==> config.mk <==
export PLATFORM = sky130hd
export DESIGN_NAME = clockdivider_prog_flat
export DESIGN_NICKNAME = d
export VERILOG_FILES = /design/src/rtl/clockdivider_prog_if.sv /design/src/rtl/clockdivider_prog.sv /design/src/flat_wrapper.sv
export SDC_FILE = /design/constraint.sdc
export NUM_CORES = 1
export LEC_CHECK = 0
export CAP_MARGIN = 20
export CORE_ASPECT_RATIO = 1.2
export CORE_MARGIN = 2
export CORE_UTILIZATION = 60
export CTS_BUF_LIST = sky130_fd_sc_hd__clkbuf_2
export DETAILED_ROUTE_END_ITERATION = 6
export GPL_ROUTABILITY_DRIVEN = 1
export PLACE_DENSITY = 0.88
export RECOVER_POWER = 25
export SLEW_MARGIN = 20
export SYNTH_ARGS = -nofsm -noshare
export SYNTH_HDL_FRONTEND = slang
export SYNTH_SLANG_ARGS = --single-unit
==> constraint.sdc <==
create_clock -name clk -period 7.55 [get_ports clk]
set_input_delay 1.51 -clock clk [delete_from_list [all_inputs] [get_ports clk]]
set_output_delay 1.51 -clock clk [all_outputs]
set_load 0.005 [all_outputs]
==> src/rtl/clockdivider_prog_if.sv <==
// -----------------------------------------------------------------------------
// clockdivider_prog_if
// Bundles the control inputs and divided-clock outputs of clockdivider_prog.
//   master : drives en/load/div, observes clk_out/tick/count (controller, bench)
//   slave  : the divider itself
// Signals:
//   en      [CH]        per-channel run enable
//   load    [CH]        per-channel divisor load strobe (one cycle)
//   div     [CH*DIV_W]  divisor bus, channel c at [c*DIV_W +: DIV_W]
//   clk_out [CH]        divided clocks
//   tick    [CH]        end-of-period pulse per channel
//   count   [CNT_W]     legacy free-running binary counter
// -----------------------------------------------------------------------------
interface clockdivider_prog_if #(
    parameter int CH    = 4,
    parameter int DIV_W = 8,
    parameter int CNT_W = 4
);
    logic [CH-1:0]       en;
    logic [CH-1:0]       load;
    logic [CH*DIV_W-1:0] div;
    logic [CH-1:0]       clk_out;
    logic [CH-1:0]       tick;
    logic [CNT_W-1:0]    count;

    modport master (
        output en, load, div,
        input  clk_out, tick, count
    );

    modport slave (
        input  en, load, div,
        output clk_out, tick, count
    );
endinterface

==> src/rtl/clockdivider_prog.sv <==
// -----------------------------------------------------------------------------
// clockdivider_prog
// Multi-channel programmable clock divider. Each channel divides clk by its own
// active ratio Dact (2 .. 2^DIV_W-1), producing a registered divided clock and a
// one-cycle end-of-period tick. A new ratio is held pending and only adopted on
// a period boundary (counter wrap) or while the channel is disabled, so the
// divided clock never glitches. A free-running count bus keeps the legacy
// divide-by-2^(k+1) outputs.
//
// Ports:
//   clk  : system clock (rising edge; falling edge only with CLKDIV_ODD50_EN)
//   rst  : asynchronous active-low reset
//   bus  : clockdivider_prog_if.slave (en, load, div in; clk_out, tick, count out)
//
// Build option:
//   CLKDIV_ODD50_EN : when defined, odd ratios get 50% duty by ANDing the
//                     posedge clock with a negedge-delayed copy of itself.
//                     Undefined: odd ratios are high (D+1)/2, low (D-1)/2.
// -----------------------------------------------------------------------------
module clockdivider_prog #(
    parameter int CH      = 4,
    parameter int DIV_W   = 8,
    parameter int DIV_RST = 2,
    parameter int CNT_W   = 4
) (
    input  logic               clk,
    input  logic               rst,
    clockdivider_prog_if.slave bus
);

    localparam logic [DIV_W-1:0] DIV_MIN   = DIV_W'(2);
    localparam logic [DIV_W-1:0] DIV_RST_V = DIV_W'((DIV_RST < 2) ? 2 : DIV_RST);

    // Ratios below 2 cannot form a period with both a high and a low phase.
    function automatic logic [DIV_W-1:0] clamp_div(input logic [DIV_W-1:0] d);
        return (d < DIV_MIN) ? DIV_MIN : d;
    endfunction

    // -------------------------------------------------------------------------
    // Legacy free-running counter
    // -------------------------------------------------------------------------
    logic [CNT_W-1:0] count_q;

    always_ff @(posedge clk or negedge rst) begin
        if (!rst) begin
            count_q <= '0;
        end else begin
            count_q <= count_q + CNT_W'(1);
        end
    end

    assign bus.count = count_q;

    // -------------------------------------------------------------------------
    // Divider channels
    // -------------------------------------------------------------------------
    logic [CH-1:0] clk_out_w;
    logic [CH-1:0] tick_w;

    for (genvar c = 0; c < CH; c++) begin : g_ch
        logic [DIV_W-1:0] cnt_q;
        logic [DIV_W-1:0] cnt_d;
        logic [DIV_W-1:0] dact_q;
        logic [DIV_W-1:0] dact_d;
        logic [DIV_W-1:0] pend_q;
        logic [DIV_W-1:0] pend_d;
        logic [DIV_W-1:0] div_in;
        logic [DIV_W-1:0] half;
        logic             pend_vld_q;
        logic             pend_vld_d;
        logic             q_pos_q;
        logic             q_pos_d;
        logic             tick_q;
        logic             tick_d;
        logic             last;
        logic             apply;

        assign div_in = clamp_div(bus.div[c*DIV_W +: DIV_W]);

        // >= rather than == keeps the counter recoverable even if cnt were
        // ever above the terminal value.
        assign last  = (cnt_q >= (dact_q - DIV_W'(1)));

        // Period boundary, or a parked channel: safe points to change ratio.
        assign apply = !bus.en[c] || last;

        // Divisor bookkeeping. A load landing on an apply edge bypasses the
        // pending register so the very next period already uses it.
        always_comb begin
            dact_d     = dact_q;
            pend_d     = pend_q;
            pend_vld_d = pend_vld_q;
            if (apply) begin
                if (bus.load[c]) begin
                    dact_d = div_in;
                end else if (pend_vld_q) begin
                    dact_d = pend_q;
                end
                pend_vld_d = 1'b0;
            end else if (bus.load[c]) begin
                pend_d     = div_in;
                pend_vld_d = 1'b1;
            end
        end

        // High-phase length ceil(Dact/2) of the ratio in force after this edge.
        assign half = (dact_d >> 1) + {{(DIV_W-1){1'b0}}, dact_d[0]};

        // Counter and registered outputs. A disabled channel parks at its
        // terminal count so the first enabled edge wraps to 0 and starts a
        // fresh period.
        always_comb begin
            cnt_d   = cnt_q;
            q_pos_d = 1'b0;
            tick_d  = 1'b0;
            if (!bus.en[c]) begin
                cnt_d = dact_d - DIV_W'(1);
            end else begin
                cnt_d   = last ? '0 : (cnt_q + DIV_W'(1));
                q_pos_d = (cnt_d < half);
                tick_d  = (cnt_d == (dact_d - DIV_W'(1)));
            end
        end

        always_ff @(posedge clk or negedge rst) begin
            if (!rst) begin
                cnt_q      <= DIV_RST_V - DIV_W'(1);
                dact_q     <= DIV_RST_V;
                pend_q     <= DIV_RST_V;
                pend_vld_q <= 1'b0;
                q_pos_q    <= 1'b0;
                tick_q     <= 1'b0;
            end else begin
                cnt_q      <= cnt_d;
                dact_q     <= dact_d;
                pend_q     <= pend_d;
                pend_vld_q <= pend_vld_d;
                q_pos_q    <= q_pos_d;
                tick_q     <= tick_d;
            end
        end

`ifdef CLKDIV_ODD50_EN
        // Half-cycle delayed copy trims the extra half cycle of high time on
        // odd ratios; even ratios already split evenly and use q_pos directly.
        logic q_neg_q;

        always_ff @(negedge clk or negedge rst) begin
            if (!rst) begin
                q_neg_q <= 1'b0;
            end else begin
                q_neg_q <= q_pos_q;
            end
        end

        assign clk_out_w[c] = dact_q[0] ? (q_pos_q & q_neg_q) : q_pos_q;
`else
        assign clk_out_w[c] = q_pos_q;
`endif

        assign tick_w[c] = tick_q;
    end

    assign bus.clk_out = clk_out_w;
    assign bus.tick    = tick_w;

endmodule

==> src/flat_wrapper.sv <==
// flat-port wrapper written by rule: the top's interface ports become plain ports
module clockdivider_prog_flat 
#(
    parameter int CH      = 4,
    parameter int DIV_W   = 8,
    parameter int DIV_RST = 2,
    parameter int CNT_W   = 4
)
  (clk, rst, bus_en, bus_load, bus_div, bus_clk_out, bus_tick, bus_count);
  clockdivider_prog_if #(.CH(CH), .DIV_W(DIV_W), .CNT_W(CNT_W)) bus_i ();
  input  logic clk;
  input  logic rst;
  input wire logic [$bits(bus_i.en)-1:0] bus_en;
  input wire logic [$bits(bus_i.load)-1:0] bus_load;
  input wire logic [$bits(bus_i.div)-1:0] bus_div;
  output wire logic [$bits(bus_i.clk_out)-1:0] bus_clk_out;
  output wire logic [$bits(bus_i.tick)-1:0] bus_tick;
  output wire logic [$bits(bus_i.count)-1:0] bus_count;
  assign bus_i.en = bus_en;
  assign bus_i.load = bus_load;
  assign bus_i.div = bus_div;
  assign bus_clk_out = bus_i.clk_out;
  assign bus_tick = bus_i.tick;
  assign bus_count = bus_i.count;
  clockdivider_prog #(.CH(CH), .DIV_W(DIV_W), .DIV_RST(DIV_RST), .CNT_W(CNT_W)) u_core (.clk(clk), .rst(rst), .bus(bus_i));
endmodule
==> summary.txt <==
GRT
  • Busiest grt layer: met2
  • M3 GR Usage: 3.59%
  • GRT Util Overall: 27.0%
  • Grt met1 use: between 30% and 40%
  • Initial antenna violation count: 1
  • Vias in the first global route: ~7300
  • GR Util met2: 47.6%
  • First-pass GRT wire length: 33500 um
  • Total gr overflow: 0
  • Pin count of the biggest net entering global routing: 77

Worst hold path
  • Worst min path class: register to register

Die
  • Die height: 135 um
  • Ports: 54
  • Row cnt: between 40 and 50
  • Die W: 113 um
  • Die area: 15200 sq um
  • Starting Density: roughly three fifths
  • Core footprint: approximately 14000 sq um

Power and ir drop
  • P_leak: 4.06 nW
  • PwrDens: 514 nW/um^2
  • Worst IR Drop VDD: about 310 uV
  • Tot Pwr: about 4.8 mW

Synth
  • Yosys top cell area share: 29.3%
  • Synth Register Bits: 112
  • Top cells by area, synth: dfrtp_1 29%, ha_1 12%, xnor2_1 7.7%
  • Sequential area share after synthesis: 32.9%
  • Yosys top cell by area: dfrtp_1
  • Most numerous cell in the Yosys netlist: dfrtp_1
  • Mapped Cells: 964
  • Fraction of registers with async set/reset: between 90% and 100%
  • Main flop type after synthesis: dfrtp_1
  • Top cells by instance count after synthesis: 100 x dfrtp_1, 81 x ha_1, 80 x nand2_1
  • Yosys warns: 0
  • Synth cell types: 70
  • EDFF count, synth: 0
  • Syn nets: ~1100
  • Synthesized area: roughly 8600 sq um
  • Syn_area_per_cell: 8.87 sq um

STA
  • Ratio of final minimum period to clock period: 68.6%
  • Rel. slew slack: -35.4%
  • Final hold vios: 0
  • Final setup viols: 0
  • Clock Skew: 0.0332 ns
  • TNS Setup: 0 ns
  • Worst-margin pin slew: roughly 2 ns
  • Unrepaired setup endpoints after global routing: false
  • Final min period: 5.18 ns
  • Final max-slew violation count: 38
  • Worst hold slack: 0.494 ns
  • Peak Freq: between 0.15 and 0.2 GHz

Layout
  • Non-filler instance count after layout: approximately 1200
  • Multi-input gate area: 5310 sq um
  • Final Net Count: 1120
  • Share of layout cells above drive strength 1: under 10%
  • Synthesis-to-layout area growth: 8.51%
  • Seq. cell area: between 2000 and 3000 sq um
  • # fillers: 1118

Placement
  • Placed insts: 1157
  • DPL Wire Length: between 15000 and 20000 um
  • IO Port Bufs: 53
  • RD Place Congestion: between 0.9 and 1

Clocking
  • CTS tree: built
  • Cells resized by post-CTS repair: 0
  • Root buf cell: clkbuf_2
  • Clock tree buffer depth: 2
  • Worst-Skew Late Latency: 0.69 ns
  • Cts hold-fix bufs: 0
  • TritonCTS buffer count: 9
  • H-tree levels: 3
  • CTS clock-pin slew for the worst setup and hold paths: around 0.33 ns
  • Clock Sinks: between 100 and 150
  • Setup repair bufs after CTS: 0

Worst setup path
  • Sequence of cells on the critical path: or2_2 -> nor2_1 -> nand3_1 -> nor3_1 -> xnor2_1 -> ha_1 -> nand4_1 -> o311ai_2 -> nor2_2 -> o22ai_1 -> nand3_1 -> nor2_1 -> nand2_1 -> or3_1 -> ha_1 -> nand3_1 -> a21oi_1 -> a2111oi_0
  • Startpoint Class: register
  • CP max stage delay: 0.67 ns
  • Worst-path maximum fanout: 9
  • Kind of critical path: register to register
  • CP endpoint kind: register
  • CP max stage cell: o311ai_2
  • Critical path's most frequent cell: nand3_1
  • Worst Path Required: 8.14 ns
  • Crit path DAT: 5.77 ns

Route
  • DR DRC count: 3
  • Vias/cell: 6.19
  • Drt total wl: 19500 um
  • Detail Route Antenna Nets: 0
  • DR WL/cell: 16.6 um
  • Via count: 7270
  • DR pass1 iterations: 7
  • DRT iter0 DRCs: about 330

Outcome
  • Failing checks: DRC, capacitance limit, slew limit
  • Outcome: finished, violations left

Run
  • Max Cap Viol: 1
worst max-delay path, delay by kind of cell (launching register included):
family	cells	cell delay (ns)
simple gates	11	2.14
compound gates	4	1.72
fa+ha+maj	2	0.60
flops	1	0.52
xor+xnor	1	0.11
per-stage QoR:
| step | setup slack [ns] | area [sq um] | util, % |
|---|---|---|---|
| after detailed placement | 2.34 | 9150 | 65.9 |
| after global placement | 2.48 | 9150 | 65.9 |
| after CTS | 2.37 | 9280 | 66.9 |
| after global routing | 1.84 | 9280 | 66.9 |
| final | 2.37 | 9280 | 66.9 |
| after floorplan | 3.13 | 8550 | - |
cells by family after synthesis:
| family | share of synthesized area, % |
|---|---|
| AND/OR/NAND/NOR | 17.6 |
| XOR/XNOR | 12.3 |
| AO/OA/AOI/OAI | 16.8 |
| multiplexers | 3.61 |
| flip-flops | 32.9 |
| buffers and inverters | 4.95 |
| adder cells (fa/ha/maj) | 11.9 |
placed cells by master (no fill, tap or decap), types with 15 or more instances in the layout:
| master | n |
|---|---|
| nand3_1 | 41 |
| o21ai_0 | 55 |
| ha_1 | 81 |
| nor2_1 | 77 |
| xor2_1 | 45 |
| clkdlybuf4s50_1 | 52 |
| mux2_2 | 23 |
| o22ai_1 | 25 |
| xnor2_1 | 75 |
| nor3_1 | 15 |
| inv_1 | 70 |
| a21oi_1 | 45 |
| nand2_1 | 80 |
| dfrtp_1 | 100 |
power breakdown:
group	total [mW]	internal (mW)	leakage, nW	switching [mW]
logic	3.27	1.40	2.64	1.87
registers	1.20	0.901	1.34	0.296
clock network	0.303	0.0623	0.0807	0.241
total	4.77	2.36	4.06	2.41
flip-flops by register name, indices dropped and copies added (netlist names):
name,flops
u_core.g_ch.pend_vld_q,4
u_core.g_ch.tick_q,4
u_core.g_ch.dact_q,32
u_core.bus.count,4
u_core.g_ch.cnt_q,32
u_core.g_ch.pend_q,32
u_core.g_ch.q_pos_q,4
path summary, 6_finish.rpt:
check                                                    from                                    to  slack [ns]  cells after the start
max                        u_core.g_ch[2].dact_q[2]$_DFF_PN0_      u_core.g_ch[2].q_pos_q$_DFF_PN0_        2.37                     18
min                             u_core.bus.count[3]$_DFF_PN0_         u_core.bus.count[3]$_DFF_PN0_        0.49                      1
max reg2reg                u_core.g_ch[2].dact_q[2]$_DFF_PN0_      u_core.g_ch[2].q_pos_q$_DFF_PN0_        2.37                     18
min reg2reg                     u_core.bus.count[3]$_DFF_PN0_         u_core.bus.count[3]$_DFF_PN0_        0.49                      1
max in group asynchronous                                 rst      u_core.g_ch[1].q_pos_q$_DFF_PN0_        4.35                      2
min in group asynchronous                                 rst  u_core.g_ch[0].pend_q[6]$_DFFE_PN0P_        1.31                      1
cell type report:
type / count / share of cell area (%)
Tap cell: 171 / 2.31
Sequential cell: 112 / 30.4
Antenna cell: 1 / 0.0270
Multi-Input combinational cell: 749 / 57.2
Clock inverter: 7 / 0.984
Timing Repair Buffer: 54 / 5.73
Inverter: 71 / 2.87
Clock buffer: 9 / 0.485
metal layers:
| metal | up-vias | part of all wire (%) |
|---|---|---|
| li1 | 3482 | - |
| met2 | 215 | 50 |
| met4 | 0 | 3.3 |
| met3 | 54 | 4.5 |
| met1 | 3519 | 42 |
| met5 | - | 0 |
(Power assumes the default switching activity.)
